**config.mk**
```make
export PLATFORM = sky130hd
export DESIGN_NAME = tea_req_arbiter
export DESIGN_NICKNAME = d
export VERILOG_FILES = /design/src/rtl/tea_req_arbiter.sv
export SDC_FILE = /design/constraint.sdc
export NUM_CORES = 1
export LEC_CHECK = 0
export ABC_AREA = 1
export ABC_CLOCK_PERIOD_IN_PS = 6050
export BUFFER_PORTS_ARGS = -buffer_cell sky130_fd_sc_hd__buf_4
export CORE_AREA = 2 2 133 135
export DETAILED_ROUTE_END_ITERATION = 7
export DIE_AREA = 0 0 135 137
export PLACE_DENSITY = 0.54
export SKIP_LAST_GASP = 1
export SYNTH_ARGS = -nofsm -noshare
export SYNTH_HDL_FRONTEND = slang
export SYNTH_SLANG_ARGS = --single-unit
```
**constraint.sdc**
```tcl
create_clock -name clk -period 6.05 [get_ports clk]
set_clock_uncertainty 0.2 [all_clocks]
set_input_delay 1.5125 -clock clk [delete_from_list [all_inputs] [get_ports clk]]
set_output_delay 1.5125 -clock clk [all_outputs]
set_load 0.05 [all_outputs]
```
**src/rtl/tea_req_arbiter.sv**
```systemverilog
// Two-requester round-robin front end for a fixed-latency TEA decryptor.
// Tags {valid,id} travel alongside the datapath so results come back labelled and in order.
module tea_req_arbiter #(
  parameter int LATENCY = 32
) (
  input  logic        clk,
  input  logic        rst,
  input  logic        hold,
  input  logic        flush,
  input  logic        req0_valid,
  input  logic [63:0] req0_data,
  output logic        req0_ready,
  input  logic        req1_valid,
  input  logic [63:0] req1_data,
  output logic        req1_ready,
  output logic        tea_ena,
  output logic [63:0] tea_in,
  input  logic [63:0] tea_out,
  output logic        out_valid,
  output logic        out_id,
  output logic [63:0] out_data,
  output logic [5:0]  inflight,
  output logic        flush_done
);

  typedef enum logic [1:0] {RUN, DRAIN, DONE} state_t;

  state_t             state;
  state_t             state_next;
  logic               last_grant;
  logic               grant_any;
  logic               grant_id;
  logic               accept_ok;
  logic               accept;
  logic               retire;
  logic [LATENCY-1:0] tag_valid;
  logic [LATENCY-1:0] tag_id;

  assign tea_ena   = !hold && !rst;
  assign out_valid = tag_valid[LATENCY-1] && !rst;
  assign out_id    = tag_id[LATENCY-1];
  assign out_data  = tea_out;
  assign retire    = out_valid && tea_ena;

  // With both requesters pending the pointer picks the one not served last.
  always_comb begin
    grant_any = req0_valid || req1_valid;
    if (req0_valid && req1_valid) begin
      grant_id = ~last_grant;
    end else begin
      grant_id = req1_valid;
    end
  end

  always_ff @(posedge clk) begin
    if (rst) begin
      state      <= RUN;
      flush_done <= 1'b0;
    end else begin
      state      <= state_next;
      flush_done <= (state != DONE) && (state_next == DONE);
    end
  end

  // Hold stalls every transition except draining to DONE once nothing is in flight.
  always_comb begin
    state_next = state;
    case (state)
      RUN:     if (flush && !hold) state_next = DRAIN;
      DRAIN:   if (inflight == 6'd0) state_next = DONE;
      DONE:    if (!flush && !hold) state_next = RUN;
      default: state_next = RUN;
    endcase
  end

  always_comb begin
    accept_ok  = (state == RUN) && !hold && !rst && !flush;
    accept     = accept_ok && grant_any;
    req0_ready = accept_ok && grant_any && !grant_id;
    req1_ready = accept_ok && grant_any && grant_id;
    if (accept) begin
      tea_in = grant_id ? req1_data : req0_data;
    end else begin
      tea_in = '0;
    end
  end

  always_ff @(posedge clk) begin
    if (rst) begin
      last_grant <= 1'b1;
    end else if (accept) begin
      last_grant <= grant_id;
    end
  end

  always_ff @(posedge clk) begin
    if (rst) begin
      tag_valid <= '0;
      tag_id    <= '0;
    end else if (tea_ena) begin
      tag_valid <= {tag_valid[LATENCY-2:0], accept};
      tag_id    <= {tag_id[LATENCY-2:0], grant_id};
    end
  end

  // Saturating guards keep the count inside 0..LATENCY even if tags and count ever disagree.
  always_ff @(posedge clk) begin
    if (rst) begin
      inflight <= 6'd0;
    end else begin
      case ({accept, retire})
        2'b10:   if (inflight != 6'(LATENCY)) inflight <= inflight + 6'd1;
        2'b01:   if (inflight != 6'd0) inflight <= inflight - 6'd1;
        default: inflight <= inflight;
      endcase
    end
  end

endmodule

```
* After elaboration in Yosys (flattened, before gate mapping)
Cells that the tools add are included.
Cells by class: add/subtract/negate cells 2, multipliers 0, divide/modulo/power cells 0, $lt $le $gt $ge 0, equality and inequality tests 9, shift operators 0, multiplexer cells 10, bitwise logic cells 1, reductions and logical operators 23
Operators by type and width (number):
- 64-bit 2-to-1 mux | 2
- 1-bit logical AND | 13
- 6-bit 2-to-1 mux | 2
- 6-bit one-hot mux with 2 select lines | 1
- 6-bit by 1-bit adder with 6-bit output (second input constant) | 1
- 2-bit == test (second input constant) | 3
- 6-bit logical NOT | 1
- 2-bit 2-to-1 mux | 3
- 2-bit inequality test (second input constant) | 3
- 6-bit inequality test (second input constant) | 1
- 2-bit one-hot mux with 3 select lines | 1
- 6-bit nonzero test | 1
- 6-bit by 1-bit subtractor with 6-bit output (second input constant) | 1
- 2-bit by 1-bit == test with 1-bit output (second input constant) | 2
- 1-bit logical NOT | 4
- 3-bit AND reduction | 1
- 2-bit logical NOT | 1
- 2-bit nonzero test | 1
- 1-bit logical OR | 1
- 1-bit 2-to-1 mux | 1
- 1-bit inverter | 1
Word-level totals: register bits 74, latch bits 0, RAM bits 0, ROM bits 0, output and inout port bits 140, logic and storage cells 51, memories kept 0

* Depth between registers and ports, before layout
depth in word-level cells 8, gate-level depth with buffers 18

* Worst setup path after synthesis
Ideal clock, no wire load.
kind input port to output port, start point input port rst, end point output port tea_in[54], data arrival time 2.896 ns, required time 4.337 ns, setup slack 1.442 ns, stages 9, path through buf_6 -> inv_6 -> nand2_8 -> nor2_8 -> nand2_4 -> nor2_1 -> buf_2 -> a22oi_1 -> inv_1
Between the ends: cells in the longest elaborated chain, start to end 5
Ends and longest elaborated chain:
- start, declared | line 7 | input logic rst,
- 1-bit logical NOT | line 77 | accept_ok = (state == RUN) && !hold && !rst && !flush;
- 1-bit logical AND (2 in a row) | line 77
- 1-bit logical AND | line 78 | accept = accept_ok && grant_any;
- 64-bit 2-to-1 mux | line 81 | if (accept) begin
- end, declared | line 17 | output logic [63:0] tea_in,
Every way passes these cells.

* Worst setup path after layout
start point input port rst, end point output port tea_in[21]
The elaborated chain is that of the path after synthesis.

==> summary.txt <==
Run status
  – Status: finished clean

Worst setup path
  – CP Capture Type: primary output
  – Crit Path Max Fanout: 40
  – Crit path DAT: 3300 ps
  – Setup CP Type: primary input to primary output
  – RR Endpoint: inflight[4]$_SDFFE_PP0P_
  – Flop2flop setup slack: 4090 ps
  – Slowest stage delay, CP: approximately 370 ps
  – Most used cell, CP: buf_4
  – Startpoint class of the critical path: primary input
  – Critical-path cell list: buf_4 -> inv_6 -> nand2_8 -> nor2_8 -> nand2_4 -> nor2_4 -> buf_4 -> a22oi_1 -> inv_1 -> buf_4
  – Worst reg2reg startpoint: state[0]$_SDFF_PP0_
  – End of the critical path: tea_in[21]
  – Reg2Reg Depth: 17
  – Crit path max-delay cell type: buf_4
  – Worst path required time: around 4300 ps
  – CP startpoint: rst

STA
  – Worst hold margin: 248 ps
  – Final Slew Violations: 0
  – Final hold violation count: 0
  – Worst slew pin tran: between 500 and 600 ps
  – Minimum clock period: between 5000 and 6000 ps
  – TNS Setup: 0 ps
  – Fmax: 200 MHz
  – Slew HR: between 60% and 70%
  – Final Setup Violations: 0
  – RSZ-0062 raised after global routing: false
  – Final period util: 82.8%

Die
  – Die H: 137 um
  – Core box area: ~17000 um^2
  – Die Wd: between 100 and 150 um
  – Die area: approximately 18000 um^2
  – Initial cell density of the core: 24.7%
  – Num ports: 338
  – Core Rows: 48

Yosys
  – Cells after synthesis: between 500 and 600
  – Cell Area, Synth: 4210 um^2
  – Flops & latches, synth: between 70 and 80
  – Seq/Total Area, Yosys: 35.2%
  – Syn Nets: roughly 760
  – Synth Warn #: 0
  – Avg Synthesized Cell Area: 7.49 um^2
  – Count of cell types in the netlist: 34

Routing
  – Met1 wire length: 7.66 mm
  – DRT antenna net count: 0
  – Met2 wire length: 6.91 mm
  – Initial DRC Count: 290
  – Routed via count: between 4000 and 5000
  – Top Metal Used: met5
  – Average wire per standard cell: 18.3 um
  – Post-Route WL: 16.8 mm
  – DRT Pass-1 Iters: 5
  – DRC violations left: 0
  – WL met3: 1.99 mm
  – Vias per std cell: approximately 4.5

Flow run
  – Max cap viols: 0

Final layout
  – Fin nets: 888
  – Layout cells sized above 1: 36.2%
  – Synthesis-to-layout area growth: 38.5%
  – Diode count: 0
  – Finished Layout Cells: 919
  – Core Util, Final: between 30% and 40%
  – Post-route design area: 5830 um^2

Min path
  – Hold Crit Class: flop to flop

Global route
  – Grt ovf: 0
  – Vias in the first global route: 3695
  – GRT Util Overall: 17.0%
  – Antenna violations before repair: 1
  – Largest net degree at the start of global routing: 66
  – First-pass GRT wire length: roughly 23 mm

Place
  – Placed cell count: roughly 900
  – GPL Wtd Cong: around 0.80
  – Number of port buffers: 209
  – Dpl hpwl: between 10 and 15 mm
  – Placed Area: 5480 um^2

CTS
  – CTS sink cnt: 74
  – CTS H-Tree Depth: 3
  – Worst-path clk slew: 60 ps
  – Clock Tree Buf Depth: 2
  – CTS tree: done
  – Inserted Clock Buffers: 9
  – Root buf cell: clkbuf_16
  – Hold_buf cts: 0
  – Post_cts resized: 0
  – Clk_lat worst skew: approximately 330 ps
  – Setup repair bufs after CTS: 0

Pwr
  – Leak: 0.00309 uW
  – VDD IR-drop max: roughly 0.26 mV
  – PwrDens: 242 nW/um^2
## area by class of cell
class / instances / area, um^2
Fill cell: 1849 / 11200
Tap cell: 225 / 282
Timing Repair Buffer: 215 / 1630
Clock buffer: 10 / 239
Multi-Input combinational cell: 276 / 1660
Clock inverter: 6 / 113
Sequential cell: 74 / 1480
Inverter: 113 / 432
## placed cells by master (no fill, tap or decap), types with 26 or more instances in the layout
cell type,instances
o21ai_0,36
a22oi_1,64
a21oi_1,35
inv_1,109
nor2_1,45
buf_4,214
nand2_1,26
a211oi_1,29
dfxtp_1,74
## metal layers
| metal | track usage [%] | vias up |
|---|---|---|
| li1 | - | 2039 |
| met3 | 7.48 | 11 |
| met1 | 24.1 | 1879 |
| met2 | 23.1 | 222 |
| met5 | 3.06 | - |
| met4 | 3.88 | 2 |
## state kept, by name (all words and copies together) (netlist names)
register	count
state	2
flush_done	1
inflight	6
last_grant	1
tag_id	32
tag_valid	32
## kinds of logic (layout without fill, tap and decap cells)
family                   after synthesis  count (layout)  synth area share (%)
buffers and inverters                212             344                  25.7
AO/OA/AOI/OAI                        174             174                  26.7
AND/OR/NAND/NOR                      100             100                  11.9
flip-flops                            74              74                  35.2
adder cells (fa/ha/maj)                1               1                 0.297
XOR/XNOR                               1               1                 0.208
## synthesized netlist by cell type
cell / count / area share, %
buf_1: 5 / 0.45
nand2_4: 3 / 0.80
nand4_1: 4 / 0.59
buf_4: 70 / 12
buf_6: 1 / 0.27
ha_1: 1 / 0.30
o211ai_1: 2 / 0.36
nand3_1: 9 / 1.1
xor2_1: 1 / 0.21
nand3_2: 2 / 0.48
a22o_1: 1 / 0.21
a211oi_1: 29 / 5.2
nand2_2: 4 / 0.59
a21oi_2: 1 / 0.21
buf_2: 8 / 0.95
o31ai_1: 1 / 0.18
o21ai_1: 4 / 0.48
inv_6: 1 / 0.21
o311ai_0: 1 / 0.21
nand2_1: 26 / 2.3
inv_2: 2 / 0.18
nor2_8: 1 / 0.48
a21oi_1: 35 / 4.2
nor2_1: 46 / 4.1
dfxtp_1: 74 / 35
nor3_1: 1 / 0.12
inv_1: 109 / 9.7
nor2_4: 1 / 0.27
nand2_8: 2 / 0.95
nor2_2: 1 / 0.15
clkbuf_1: 15 / 1.3
inv_4: 1 / 0.15
o21ai_0: 36 / 4.3
a22oi_1: 64 / 11
## power breakdown
part / internal, uW / total, uW / switching [uW]
combinational: 108 / 266 / 157
clock: 415 / 618 / 203
sequential: 517 / 530 / 12.9
## how the worst min path moves through the flow
stage | from | cells after the start | end
2_1_floorplan | tag_valid[30]$_SDFFE_PP0N_ | 2 | tag_valid[31]$_SDFFE_PP0N_
3_3_place_gp | tag_valid[30]$_SDFFE_PP0N_ | 2 | tag_valid[31]$_SDFFE_PP0N_
3_5_place_dp | tag_valid[30]$_SDFFE_PP0N_ | 2 | tag_valid[31]$_SDFFE_PP0N_
4_1_cts | tag_valid[0]$_SDFFE_PP0N_ | 2 | tag_valid[0]$_SDFFE_PP0N_
5_1_grt | tag_valid[9]$_SDFFE_PP0N_ | 2 | tag_valid[9]$_SDFFE_PP0N_
6_report | tag_valid[30]$_SDFFE_PP0N_ | 2 | tag_valid[31]$_SDFFE_PP0N_
## critical path: cells and delay by family
family | cells | cell delay [ps]
buffers and inverters | 5 | 1020
AOI/OAI and AO/OA | 1 | 280
and+or+nand+nor | 4 | 450
## through the flow
step | setup WS (ps) | total power (uW)
2_1_floorplan | 1440 | 797
6_report | 1040 | 1410
5_1_grt | 903 | 1470
3_3_place_gp | 1050 | 808
4_1_cts | 1020 | 1430
3_5_place_dp | 1020 | 808
No activity file was read; power rests on OpenSTA's default activity.
